===== src/rtl/fetch_queue_pkg.sv =====
// Shared constants for the fetch queue: default PC and instruction widths
// plus a helper that sizes the occupancy counter.
package fetch_queue_pkg;

  // Default PC width used by the fetch/decode path.
  localparam int unsigned ADDR_SIZE_DEF  = 32;

  // Default instruction word width.
  localparam int unsigned INSTR_SIZE_DEF = 32;

  // Default number of queue entries (power of two, at least 2).
  localparam int unsigned DEPTH_DEF      = 4;

  // The counter must represent 0..depth inclusive, so it needs one bit more
  // than the pointers.
  function automatic int unsigned count_width(input int unsigned depth);
    return $clog2(depth) + 1;
  endfunction

endpackage : fetch_queue_pkg


===== src/rtl/fetch_queue.sv =====
// Fetch queue: a small first-word-fall-through FIFO that decouples the fetch
// stage from decode. Each entry pairs a PC with its instruction word.
//
// Validity is defined only by the pointers and the occupancy count; the
// storage array itself is never cleared. A flush (redirect) empties the
// queue in one cycle, and reset overrides flush.
module fetch_queue
  import fetch_queue_pkg::*;
#(
  parameter int unsigned ADDR_SIZE  = ADDR_SIZE_DEF,
  parameter int unsigned INSTR_SIZE = INSTR_SIZE_DEF,
  parameter int unsigned DEPTH      = DEPTH_DEF
) (
  input  logic                             clk,
  input  logic                             reset,
  input  logic                             flush,
  input  logic                             in_valid,
  input  logic [ADDR_SIZE-1:0]             in_pc,
  input  logic [INSTR_SIZE-1:0]            in_instr,
  output logic                             in_ready,
  output logic                             out_valid,
  output logic [ADDR_SIZE-1:0]             out_pc,
  output logic [INSTR_SIZE-1:0]            out_instr,
  input  logic                             out_ready,
  output logic [count_width(DEPTH)-1:0]    count
);

  localparam int unsigned PTR_W = $clog2(DEPTH);
  localparam int unsigned CNT_W = count_width(DEPTH);

  // Storage: PC and instruction kept in parallel arrays, indexed together so
  // they always leave as a pair.
  logic [ADDR_SIZE-1:0]  pc_mem    [DEPTH];
  logic [INSTR_SIZE-1:0] instr_mem [DEPTH];

  logic [PTR_W-1:0] wr_ptr_q, wr_ptr_d;
  logic [PTR_W-1:0] rd_ptr_q, rd_ptr_d;
  logic [CNT_W-1:0] count_q,  count_d;

  logic push;
  logic pop;

  // Handshake status comes from registered state only, so neither in_ready
  // nor out_valid depends combinationally on the same-cycle inputs. A full
  // queue refuses a push even if a pop happens in that cycle.
  assign in_ready  = (count_q != CNT_W'(DEPTH));
  assign out_valid = (count_q != '0);

  // A redirect suppresses both transfers; the flushed-in entry is dropped.
  assign push = in_valid  && in_ready  && !flush;
  assign pop  = out_valid && out_ready && !flush;

  // First-word fall-through: the head is read straight from storage.
  assign out_pc    = pc_mem[rd_ptr_q];
  assign out_instr = instr_mem[rd_ptr_q];
  assign count     = count_q;

  // Next-state for pointers and occupancy; flush clears everything.
  always_comb begin
    // NOTE: every variable gets a default before any branch so that no path
    // leaves it unassigned, which would otherwise infer a latch.
    wr_ptr_d = wr_ptr_q;
    rd_ptr_d = rd_ptr_q;
    count_d  = count_q;
    if (flush) begin
      wr_ptr_d = '0;
      rd_ptr_d = '0;
      count_d  = '0;
    end else begin
      // Pointers are log2(DEPTH) bits, so incrementing past DEPTH-1 wraps
      // to 0 naturally.
      if (push) wr_ptr_d = wr_ptr_q + PTR_W'(1);
      if (pop)  rd_ptr_d = rd_ptr_q + PTR_W'(1);
      unique case ({push, pop})
        2'b10:   count_d = count_q + CNT_W'(1);
        2'b01:   count_d = count_q - CNT_W'(1);
        default: count_d = count_q;  // idle, or push+pop balances out
      endcase
    end
  end

  // Pointer and count registers; synchronous reset overrides flush.
  always_ff @(posedge clk) begin
    // NOTE: sequential state uses non-blocking assignments so every register
    // samples the pre-edge values, independent of statement order.
    if (reset) begin
      wr_ptr_q <= '0;
      rd_ptr_q <= '0;
      count_q  <= '0;
    end else begin
      wr_ptr_q <= wr_ptr_d;
      rd_ptr_q <= rd_ptr_d;
      count_q  <= count_d;
    end
  end

  // Entry storage write on an accepted push.
  always_ff @(posedge clk) begin
    // NOTE: the array is deliberately not reset; contents outside the valid
    // window are never observed, and leaving it unreset lets it map to RAM.
    if (push) begin
      pc_mem[wr_ptr_q]    <= in_pc;
      instr_mem[wr_ptr_q] <= in_instr;
    end
  end

endmodule : fetch_queue


===== config.mk =====
export PLATFORM = sky130hd
export DESIGN_NAME = fetch_queue
export DESIGN_NICKNAME = d
export VERILOG_FILES = /design/src/rtl/fetch_queue_pkg.sv /design/src/rtl/fetch_queue.sv
export SDC_FILE = /design/constraint.sdc
export NUM_CORES = 1
export LEC_CHECK = 0
export CAP_MARGIN = 20
export CORE_MARGIN = 2
export CORE_UTILIZATION = 51
export CTS_BUF_LIST = sky130_fd_sc_hd__clkbuf_2 sky130_fd_sc_hd__clkbuf_4 sky130_fd_sc_hd__clkbuf_8
export CTS_CLUSTER_DIAMETER = 40
export DETAILED_ROUTE_END_ITERATION = 12
export PLACE_DENSITY = 0.77
export RECOVER_POWER = 50
export SLEW_MARGIN = 30
export SYNTH_ARGS = -nofsm -noshare
export SYNTH_HDL_FRONTEND = slang
export SYNTH_SLANG_ARGS = --single-unit

===== constraint.sdc =====
create_clock -name clk -period 2.45 [get_ports clk]
set_input_delay 0.245 -clock clk [delete_from_list [all_inputs] [get_ports clk]]
set_output_delay 0.245 -clock clk [all_outputs]
set_load 0.02 [all_outputs]

==> impl_metrics.tcl <==
set metrics [dict create \
    maxCapViolCount 0 \
    rrSetupSlack_ns 0.11 \
    numPortBuffers 137 \
    wl_per_cell_um 21.3 \
    r2r_end "count[2]$_SDFFE_PP0P_" \
    whs_endpoint "pc_mem[0][9]$_DFFE_PP_" \
    grt_usage 0.185 \
    dieHeight_um 142 \
    die_x_um 142 \
    worst_pin_slew_ns 0.779 \
    syn_area_per_cell_um2 24.8 \
    final_util 0.668 \
    num_rows 50 \
    hp-start "in_pc[9]" \
    multi_input_area_mm2 0.00174 \
    dieArea_mm2 0.0202 \
    hold_violations 0 \
    cts_tree "built" \
    top_layer_used "met4" \
    ys_seq_area_frac 0.809 \
    dpl.cell_count 762 \
    core_mm2 0.0187 \
    rsz0062_at_grt "no" \
    yosys.area.top_type "edfxtp_1" \
    ir_worst_vdd_mv 0.437 \
    nets 655 \
    antenna_found_initial 1 \
    seq_area_mm2 0.00788 \
    slew_headroom 0.481 \
    max_freq_ghz 0.424 \
    clk_pin_slew_ns 0.06 \
    crit_arrival_ns 2.12 \
    startpoint_type "register" \
    cts-root-buf "clkbuf_8" \
    final_common_cell "edfxtp_1" \
    drt_drc_violations_left 0 \
    route.met2.wl_mm 9.34 \
    synth_flop_cell "edfxtp_1" \
    wl_met3_um 930 \
    synth_seq_cells 265 \
    finalClockSkew_ns 0.0233 \
    clock_latency_ns 0.54 \
    ys_warn_count 0 \
    grt_pass1_wl_mm 27.9 \
    met1_length_mm 7.45 \
    drive_above_1_share 0.274 \
    required_ns 2.20 \
    synth_cell_types 30 \
    postRouteWirelength_mm 18.1 \
    final_cells 846 \
    critical_path_class "reg2out" \
    h-tree-depth 2 \
    gr-total-overflow 0 \
    worstSetupEndpointType "output port" \
    leakagePower_uw 0.00411 \
    area_delta_synth_final_pct 28.4 \
    synth-edff-count 256 \
    netlist_area_mm2 0.00973 \
    place.gp.congestion 0.729 \
    fill_cells 1220 \
    rr_worst_depth 9 \
    clock_sinks 265 \
    grt_start_max_net_pins 65 \
    hpwl_mm 10.7 \
    r2r_start "count[0]$_SDFFE_PP0P_" \
    synth.top_cells.by_area "edfxtp_1 79%, mux4_2 15%, dfxtp_1 1.9%" \
    postSynthCellCount 392 \
    cts_buffer_depth 3 \
    grt_pass1_vias 5090 \
    finalSetupViolCount 0 \
    drtAntennaViolNets 0 \
    synth_top_area_share 0.790 \
    critPathMaxFanout 18 \
    synth-async-reset-ratio 0 \
    dr.pass1.iters 4 \
    io-pin-count 138 \
    start_util 0.520 \
    drtIter0Drc 290 \
    finalCriticalPeriod_ns 2.36 \
    final_cell_mix "256 x edfxtp_1, 64 x mux4_2, 64 x dlygate4sd3_1, 64 x dlygate4sd2_1, 46 x clkbuf_8" \
    num_vias 4681 \
    synthesis.nets 467 \
    power_density_mw_per_mm2 754 \
    holdCritPathClass "in2reg" \
    status "complete, no violations" \
    viasPerCell 5.53 \
    fin_crit_sh 0.964 \
    drv_slew 0 \
    cts_buffers 45 \
    hold_path_depth 1 \
]
[critical path, stage by stage (launching register included)]
cell           delay [ns]
dfxtp_4              0.39
buf_12               0.13
buf_16               0.19
mux4_2               0.54
dlygate4sd2_1        0.35
[synthesized netlist by cell type (2+ instances only)]
cell type	instances
edfxtp_1	256
mux4_2	64
dfxtp_1	9
inv_1	7
a21oi_1	6
buf_2	6
buf_4	6
ha_1	5
nor2_1	5
and3_2	4
o21ai_0	3
or3_1	2
xor2_1	2
[sequential cells by signal (all words and copies together) (netlist names), named ones only]
| name | cells |
|---|---|
| count | 3 |
| instr_mem | 128 |
| pc_mem | 128 |
| rd_ptr_q | 2 |
| wr_ptr_q | 2 |
[worst max-delay path by stage]
stage | start | end | slack, ns | depth (start not counted)
floorplan | count[1]$_SDFFE_PP0P_ | count[2]$_SDFFE_PP0P_ | 0.01 | 10
global placement | flush | count[2]$_SDFFE_PP0P_ | 0.06 | 10
detailed placement | flush | count[2]$_SDFFE_PP0P_ | -0.07 | 10
CTS | register | out_pc[1] | 0.04 | 4
global route | register | out_pc[10] | 0.004 | 4
finish | register | out_pc[1] | 0.09 | 4
[cell families after synthesis]
| family | synth area share |
|---|---|
| simple gates | 0.0132 |
| xor+xnor | 0.00180 |
| compound gates | 0.00682 |
| mux | 0.148 |
| fa+ha+maj | 0.00849 |
| buf+inv | 0.0129 |
| flops | 0.809 |
[cell type report]
type | instances | area share
inverters | 7 | 0.00210
diodes | 2 | 0.000400
flip-flops and latches | 265 | 0.630
multi-input cells | 104 | 0.139
clock buffers | 63 | 0.0609
well taps | 234 | 0.0234
clock inverters | 14 | 0.0124
repair buffers | 157 | 0.131
[metrics by stage]
stage / TNS [ns] / area [um2] / setup slack (ns) / power [uW] / hold slack, ns
floorplan: 0 / 9730 / 0.0113 / 5320 / 0.344
global placement: 0 / 11600 / 0.0626 / 5590 / 0.463
detailed placement: -0.0658 / 11600 / -0.0658 / 5610 / 0.508
CTS: 0 / 12500 / 0.0378 / 9560 / 0.293
global route: 0 / 12500 / 0.00365 / 9770 / 0.399
finish: 0 / 12500 / 0.0891 / 9420 / 0.401
[metal layers]
layer  vias up  track usage
li1       2060            -
met1      2445        0.240
met2       150        0.313
met3        26       0.0404
met4         0       0.0668
met5         -            0
[power by group]
| part | internal [uW] | total (uW) | switching, uW |
|---|---|---|---|
| sequential | 5040 | 5050 | 16.3 |
| clock | 2320 | 3960 | 1640 |
| combinational | 195 | 408 | 213 |
[repair_timing]
item,4_1_cts,5_1_grt
resized for setup,65,7
buffers inserted,3,1
endpoints found under the setup margin,62,2
gates cloned,1,0
hold buffers,0,0
No activity file was read; power rests on OpenSTA's default activity.
